[config.mk]
export PLATFORM = sky130hd
export DESIGN_NAME = datapath
export DESIGN_NICKNAME = d
export VERILOG_FILES = /design/src/rtl/datapath.sv
export SDC_FILE = /design/constraint.sdc
export NUM_CORES = 1
export LEC_CHECK = 0
export BUFFER_PORTS_ARGS = -buffer_cell sky130_fd_sc_hd__buf_4
export CAP_MARGIN = 10
export CORE_MARGIN = 4
export CORE_UTILIZATION = 42
export CTS_BUF_LIST = sky130_fd_sc_hd__clkbuf_16
export CTS_CLUSTER_DIAMETER = 40
export DETAILED_ROUTE_END_ITERATION = 10
export PLACE_DENSITY = 0.55
export SLEW_MARGIN = 20
export SYNTH_ARGS = -nofsm -noshare
export SYNTH_HDL_FRONTEND = slang
export SYNTH_SLANG_ARGS = --single-unit
[constraint.sdc]
create_clock -name clk -period 12.1 [get_ports clk]
set_clock_uncertainty 0.2 [all_clocks]
set_input_delay 0.605 -clock clk [delete_from_list [all_inputs] [get_ports clk]]
set_output_delay 0.605 -clock clk [all_outputs]
set_load 0.05 [all_outputs]
[src/rtl/datapath.sv]
// rtl/datapath.sv - K&S processor datapath: PC, IR, 4x16 register file, ALU and flags
//
// Ports:
//   clk, rst                      clock and asynchronous active-high reset
//   branch, pc_enable, ir_enable  PC / IR load strobes from control_unit
//   write_reg_enable, c_sel       register write strobe and write-data select (1: ALU, 0: RAM)
//   addr_sel                      RAM address select (1: IR[4:0], 0: PC)
//   operation                     ALU op: 00 OR, 01 ADD, 10 SUB, 11 AND
//   flags_reg_enable              flag register capture strobe
//   data_in                       RAM read data
//   ram_addr, data_out            RAM address and write data
//   decoded_instruction           decode of IR[15:8]
//   zero_op, neg_op,
//   unsigned_overflow,
//   signed_overflow               registered ALU flags

package k_and_s_pkg;
  typedef enum logic [3:0] {
    I_NOP, I_HALT, I_LOAD, I_STORE, I_MOVE, I_ADD, I_SUB, I_AND, I_OR,
    I_BRANCH, I_BZERO, I_BNZERO, I_BNEG, I_BNNEG, I_BOV, I_BNOV
  } decoded_instruction_type;
endpackage

module datapath
  import k_and_s_pkg::*;
#(
  parameter int DATA_W = 16,
  parameter int ADDR_W = 5
) (
  input  logic                    clk,
  input  logic                    rst,
  input  logic                    branch,
  input  logic                    pc_enable,
  input  logic                    ir_enable,
  input  logic                    write_reg_enable,
  input  logic                    addr_sel,
  input  logic                    c_sel,
  input  logic [1:0]              operation,
  input  logic                    flags_reg_enable,
  input  logic [DATA_W-1:0]       data_in,
  output logic [ADDR_W-1:0]       ram_addr,
  output logic [DATA_W-1:0]       data_out,
  output decoded_instruction_type decoded_instruction,
  output logic                    zero_op,
  output logic                    neg_op,
  output logic                    unsigned_overflow,
  output logic                    signed_overflow
);

  logic [ADDR_W-1:0] pc;
  logic [DATA_W-1:0] ir;
  logic [DATA_W-1:0] regs [4];

  logic [1:0]        a_sel, b_sel, wr_dest;
  logic              b_zero, wr_ok;
  logic [DATA_W-1:0] alu_a, alu_b, alu_res;
  logic [DATA_W:0]   alu_wide;
  logic              alu_carry, alu_sovf;

  // IR[7] is not part of any instruction field.
  logic unused_ir_bit;
  assign unused_ir_bit = ir[7];

  always_comb begin
    decoded_instruction = I_NOP;
    case (ir[15:8])
      8'h00: decoded_instruction = I_NOP;
      8'hFF: decoded_instruction = I_HALT;
      8'h81: decoded_instruction = I_LOAD;
      8'h82: decoded_instruction = I_STORE;
      8'h91: decoded_instruction = I_MOVE;
      8'hA1: decoded_instruction = I_ADD;
      8'hA2: decoded_instruction = I_SUB;
      8'hA3: decoded_instruction = I_AND;
      8'hA4: decoded_instruction = I_OR;
      8'h01: decoded_instruction = I_BRANCH;
      8'h02: decoded_instruction = I_BZERO;
      8'h03: decoded_instruction = I_BNZERO;
      8'h04: decoded_instruction = I_BNEG;
      8'h05: decoded_instruction = I_BNNEG;
      8'h06: decoded_instruction = I_BOV;
      8'h07: decoded_instruction = I_BNOV;
      default: decoded_instruction = I_NOP;
    endcase
  end

  // Operand and destination selection depends on the instruction format.
  always_comb begin
    a_sel   = ir[3:2];
    b_sel   = ir[1:0];
    b_zero  = 1'b0;
    wr_dest = ir[5:4];
    wr_ok   = 1'b0;
    case (decoded_instruction)
      I_LOAD: begin
        wr_dest = ir[6:5];
        wr_ok   = 1'b1;
      end
      I_MOVE: begin
        a_sel   = ir[1:0];
        b_zero  = 1'b1;
        wr_dest = ir[3:2];
        wr_ok   = 1'b1;
      end
      I_ADD, I_SUB, I_AND, I_OR: wr_ok = 1'b1;
      default: wr_ok = 1'b0;
    endcase
  end

  assign alu_a = regs[a_sel];
  assign alu_b = b_zero ? '0 : regs[b_sel];

  always_comb begin
    alu_wide  = '0;
    alu_res   = '0;
    alu_carry = 1'b0;
    alu_sovf  = 1'b0;
    case (operation)
      2'b00: alu_res = alu_a | alu_b;
      2'b01: begin
        alu_wide  = {1'b0, alu_a} + {1'b0, alu_b};
        alu_res   = alu_wide[DATA_W-1:0];
        alu_carry = alu_wide[DATA_W];
        alu_sovf  = (alu_a[DATA_W-1] == alu_b[DATA_W-1]) &&
                    (alu_res[DATA_W-1] != alu_a[DATA_W-1]);
      end
      2'b10: begin
        // Bit DATA_W of the widened difference is the borrow.
        alu_wide  = {1'b0, alu_a} - {1'b0, alu_b};
        alu_res   = alu_wide[DATA_W-1:0];
        alu_carry = alu_wide[DATA_W];
        alu_sovf  = (alu_a[DATA_W-1] != alu_b[DATA_W-1]) &&
                    (alu_res[DATA_W-1] != alu_a[DATA_W-1]);
      end
      default: alu_res = alu_a & alu_b;
    endcase
  end

  always_ff @(posedge clk or posedge rst) begin
    if (rst) begin
      pc                <= '0;
      ir                <= '0;
      for (int i = 0; i < 4; i++) regs[i] <= '0;
      zero_op           <= 1'b0;
      neg_op            <= 1'b0;
      unsigned_overflow <= 1'b0;
      signed_overflow   <= 1'b0;
    end else begin
      if (pc_enable) pc <= branch ? ir[ADDR_W-1:0] : pc + 1'b1;
      if (ir_enable) ir <= data_in;
      if (write_reg_enable && wr_ok) regs[wr_dest] <= c_sel ? alu_res : data_in;
      if (flags_reg_enable) begin
        zero_op           <= (alu_res == '0);
        neg_op            <= alu_res[DATA_W-1];
        unsigned_overflow <= alu_carry;
        signed_overflow   <= alu_sovf;
      end
    end
  end

  assign ram_addr = addr_sel ? ir[ADDR_W-1:0] : pc;
  assign data_out = regs[ir[6:5]];

endmodule

==> Word level (Yosys, flattened, before mapping) <==
Cells that the tools add are included.
{ "totals": {"wordCells": 82, "latch_bits": 0, "ram_bits": 0, "rom_bits": 0, "regBits": 89, "inputBits": 27, "memories": 0, "out_inout_bits": 29} }
{ "classes": {"mul": 0, "reduce_logical": 7, "div": 0, "magnitude_cmp": 5, "shift": 0, "addsub": 3, "n_eq_ne": 27, "muxes": 24, "bitwise": 6} }
{ "ops": {"columns": ["op", "n"], "rows": [
  ["$mux W16", 9],
  ["$bmux W16 S2", 3],
  ["$bwmux W64", 1],
  ["$eq A8 B8 Y1 const B", 8],
  ["$pmux W4 S15", 1],
  ["$pmux W16 S3", 1],
  ["$demux W16 S2", 1],
  ["$eq A8 B3 Y1 const B", 4],
  ["$add A16 B16 Y17", 1],
  ["$sub A16 B16 Y17", 1],
  ["$and A16 B16 Y16", 1],
  ["$eq A4 B3 Y1 const B", 4],
  ["$eq A8 B2 Y1 const B", 2],
  ["$logic_not A16 Y1", 1],
  ["$or A16 B16 Y16", 1],
  ["$ge A3 B3 Y1 const B", 4],
  ["$not A2 Y3", 4],
  ["$mux W5", 2],
  ["$eq A8 B1 Y1 const B", 1],
  ["$reduce_or A6 Y1", 1],
  ["$add A5 B1 Y5 const B", 1],
  ["$eq A4 B2 Y1 const B", 1],
  ["$eq A4 B4 Y1 const B", 1],
  ["$logic_and A1 B1 Y1", 4],
  ["10 further kinds", 14]
]} }

==> Longest topological paths before layout <==
{ "logic_depth": {"word_depth": 12, "mapped_depth": 20, "mapped_depth_nobuf": 18} }

==> Least setup slack after synthesis <==
OpenSTA, ideal clock, no wires.
{ "synth_timing": {"path_type": "reg2reg", "startpoint": "register ir[10]", "endpoint": "register zero_op", "t_arrival_ns": 5.177, "n_path_buf": 2, "required_time_ns": 11.790, "setup_time_ns": 0.110, "period_less_slack_ns": 5.487, "path_slack_ns": 6.613, "path_stages_with_launch": 20, "cell_sequence": "dfrtp_1 -> buf_6 -> or3_4 -> or3_4 -> mux2i_1 -> clkbuf_1 -> mux2i_1 -> inv_1 -> ha_1 -> inv_1 -> ha_1 -> or2_2 -> xnor2_1 -> a222oi_1 -> mux2i_1 -> or4b_1 -> nor4_1 -> o211ai_1 -> or4_1 -> o41ai_1"} }
{ "synth_between": {"elab_chain_cells": 11, "elab_cells_between_ends": 30, "cone_classes": "add/sub: 2; eq/ne: 16; mux: 8; bitwise: 3; reduce/logical: 1"} }
{ "synth_rtl": {"columns": ["item", "line", "source"], "rows": [
  ["from (decl)", "51", "logic [DATA_W-1:0] ir;"],
  ["from (signal assigned)", "150", "if (ir_enable) ir <= data_in;"],
  ["$eq A8 B3 Y1, or another cell as far along", "66", "case (ir[15:8])"],
  ["$pmux W4 S15 *", "66", null],
  ["$eq A4 B3 Y1 *", "94", "case (decoded_instruction)"],
  ["$mux W2", "94", null],
  ["$not A2 Y3 (not written as such)", "110", "assign alu_a = regs[a_sel];"],
  ["$bmux W16 S2", "110", null],
  ["$mux W16 (not written as such) (2 in a row)", "110", null],
  ["$sub A16 B16 Y17, or another cell as far along", "129", "alu_wide = {1'b0, alu_a} - {1'b0, alu_b};"],
  ["$pmux W16 S3 *", "118", "case (operation)"],
  ["$logic_not A16 Y1 *", "153", "zero_op <= (alu_res == '0);"],
  ["to (signal assigned)", "153", null],
  ["to (decl)", "44", "output logic zero_op,"]
]} }
Mark *: on every way between the ends. The rest lies on a longest branch, timed or not. The select of a mux whose other input is x is not followed.
A chain may end at the register's enable or synchronous reset.

==> Worst setup path in the final report <==
{ "layout_timing": {"startpoint": "register ir[10]", "endpoint": "register regs[31] (netlist name)"} }
{ "layout_between": {"elab_chain_cells": 12, "elab_cells_between_ends": 46, "cone_classes": "add/sub: 2; order compare: 2; eq/ne: 21; mux: 14; bitwise: 4; reduce/logical: 3"} }
{ "layout_rtl": {"columns": ["item", "line", "source"], "rows": [
  ["$eq A8 B3 Y1, or another cell as far along", "66", null],
  ["$pmux W4 S15 *", "66", null],
  ["$eq A4 B3 Y1", "94", null],
  ["$mux W2", "94", null],
  ["$not A2 Y3 (not written as such)", "110", null],
  ["$bmux W16 S2", "110", null],
  ["$mux W16 (not written as such) (2 in a row)", "110", null],
  ["$sub A16 B16 Y17, or another cell as far along", "129", null],
  ["$pmux W16 S3", "118", null],
  ["$mux W16", "151", "if (write_reg_enable && wr_ok) regs[wr_dest] <= c_sel ? alu_res : data_in;"],
  ["$bwmux W64", "151", null],
  ["to (signal, indexed assignment)", "151", null],
  ["to (decl)", "52", "logic [DATA_W-1:0] regs [4];"]
]} }
Marked as above.

==> flow_summary.toml <==
[synthesis]
synthFlopType = "dfrtp_1"
ys_seq_area_frac = 0.274
synth.distinct_cells = 76
ys_warn_count = 0
synth-seq-cells = 88
netlist_top_cells_area = "dfrtp_1 (27%), mux2_2 (16%), ha_1 (9.0%)"
synth_top_area_share = 0.274
netlist_area_sq_um = 8040
synth.most_common_cell = "mux2_2"
synth_area_leader_cell = "dfrtp_1"
synth_edf_count = 0
synth_common_cells = "mux2_2 (114), dfrtp_1 (88), inv_1 (69)"
async_reset_ff_frac = 1.00
postSynthCellCount = 831
syn_nets = 917
avgSynthCellArea_sq_um = 9.68

[floorplanning]
core_sq_um = 18800
io_pins = 56
start_util = 0.428
die_area_sq_um = 21400
die_height_um = 146
num_rows = 50
die_w_um = 146

[sta]
slew_headroom = 0.233
fmax_mhz = 166
rsz0062_at_grt = "false"
setup_tns_ns = 0
finalSetupViolations = 0
period_share = 0.499
hold_viol = 0
slew_viol_final = 0
tightest_slew_ns = 1.15
period_needed_ns = 6.03
fin_ws_ns = 6.07

[route]
drt_wl_total_um = 23600
dr.first_iter.drc_count = 452
drc = 0
viasPerCell = 6.03
vias = 6620
wl_per_cell_um = 21.5
dr.pass1.iters = 5
postRouteAntennaNets = 0

[status]
outcome = "finished clean"

[cts]
clkSlewWorstSetupHoldPaths_ns = 0.07
cts_tree = "built"
numCtsBuffers = 9
cts_resized = 0
clock_latency_ns = 0.34
root_buffer = "clkbuf_16"
clock_sinks = 88
postCtsSetupBuffers = 0
ctsHtreeMaxLevel = 3
hold_buffers = 0
clk_path_buf_depth = 2

[power]
leakage_uw = 0.00419
p_per_area_nw_per_um2 = 203
ir_drop_uv = 100

[final_layout]
nNetsFinal = 945
syn2layout_area_growth_pct = 10.3
layout-drive-gt1-share = 0.282
diodes = 0
fin_area_sq_um = 8870

[placed_design]
gp_congestion = 0.917
io_buffers = 55
dp_hpwl_um = 17200
post_dp_cell_area_sq_um = 8600
pre_cts_ws_ns = 6.14

[global_route]
antenna_found_initial = 0
grt_max_degree = 66
overflow = 0
grt_pass1_vias = 6651
grt_pass1_wl_um = 37500
track_usage = 0.218

[run]
cap_violations = 0

[critical_path]
critPathArrivalTime_ns = 6.06
crit_fanout = 36
crit_type = "register to register"
rr_worst_depth = 16
r2r-start = "ir[10]$_DFFE_PP0P_"
r2r-end = "regs[31]$_DFFE_PP0P_"
startpoint_type = "register"
required_ns = 12.13
ff2ff_setup_slack_ns = 6.07
worstSetupEndpointType = "register"

[worst_hold_path]
min_path_type = "primary input to asynchronous set/reset pin"
==> per-layer routing <==
layer  share of wire  vias up  GRT usage
li1                -     3097          -
met1            0.46     3253      0.316
met2            0.45      224      0.336
met3           0.055       46     0.0264
met4           0.027        0     0.0762
met5               0        -          0
==> layout by cell type (no fill, tap or decap), drive strengths merged, types with 9 or more instances in the layout <==
cell      n
mux2    114
dfrtp    88
inv      69
buf      65
mux2i    62
ha       58
nand2    50
o21ai    50
a21oi    36
nor2     26
or2      20
mux4     16
nor2b    14
a211oi   12
nand3    11
xnor2    10
nor3     10
clkbuf    9
or3       9
==> critical path: stages (launching register included) <==
cell and delay (ns):
dfrtp_1 0.46, or3_4 0.43, or3_4 0.37, mux2i_4 0.16, buf_4 0.52, mux2i_1 0.28, mux2i_1 0.15, ha_1 0.60
nor2b_1 0.18, a211oi_1 0.45, a211oi_2 0.19, o31ai_1 0.47, o21ai_1 0.20, mux2i_1 0.15, o32ai_1 0.59, o21ai_1 0.19
mux2_2 0.31
==> logic make-up (layout without fill, tap and decap cells) <==
kind of cell / Yosys count / in the layout / share of synthesized area
compound gates: 182 / 182 / 0.151
xor+xnor: 14 / 14 / 0.0152
fa+ha+maj: 59 / 59 / 0.0927
buf+inv: 117 / 150 / 0.0607
flops: 88 / 88 / 0.274
mux: 192 / 192 / 0.283
simple gates: 179 / 179 / 0.123
==> layout make-up <==
type	instances	area, sq um
well taps	234	293
clock inverters	7	46.3
multi-input cells	626	5350
repair buffers	65	488
fillers	1769	9900
inverters	69	260
clock buffers	9	225
flip-flops and latches	88	2200
==> registers in the layout, indices dropped and copies added (netlist names) <==
register and count:
zero_op 1, pc 5, ir 15, unsigned_overflow 1, regs 64, neg_op 1
signed_overflow 1
==> power breakdown <==
| group | total, uW | switching (uW) | internal, uW |
|---|---|---|---|
| clock network | 259 | 120 | 139 |
| logic | 1080 | 626 | 452 |
| registers | 466 | 89.7 | 376 |
| total | 1800 | 837 | 967 |
==> metrics by stage <==
step / power (uW) / hold WS, ns / instances / utilization
after floorplan: 1270 / 0.309 / 831 / -
after global placement: 1510 / 0.311 / 1082 / 0.458
after detailed placement: 1530 / 0.308 / 1082 / 0.458
after CTS: 1800 / 0.0548 / 1098 / 0.473
after global routing: 1930 / 0.0757 / 1098 / 0.473
final: 1800 / 0.0409 / 1098 / 0.473
==> worst max path at each step <==
stage                  startpoint              endpoint  slack [ns]  cells past startpoint
4_1_cts        ir[10]$_DFFE_PP0P_  regs[31]$_DFFE_PP0P_        6.11                     16
3_5_place_dp   ir[10]$_DFFE_PP0P_  regs[31]$_DFFE_PP0P_        6.14                     16
5_1_grt        ir[10]$_DFFE_PP0P_  regs[63]$_DFFE_PP0P_        5.64                     16
2_1_floorplan  ir[10]$_DFFE_PP0P_   zero_op$_DFFE_PP0P_        6.61                     19
3_3_place_gp   ir[10]$_DFFE_PP0P_   zero_op$_DFFE_PP0P_        6.22                     19
6_report       ir[10]$_DFFE_PP0P_  regs[31]$_DFFE_PP0P_        6.07                     16
Power figures use the tool's default switching activity.
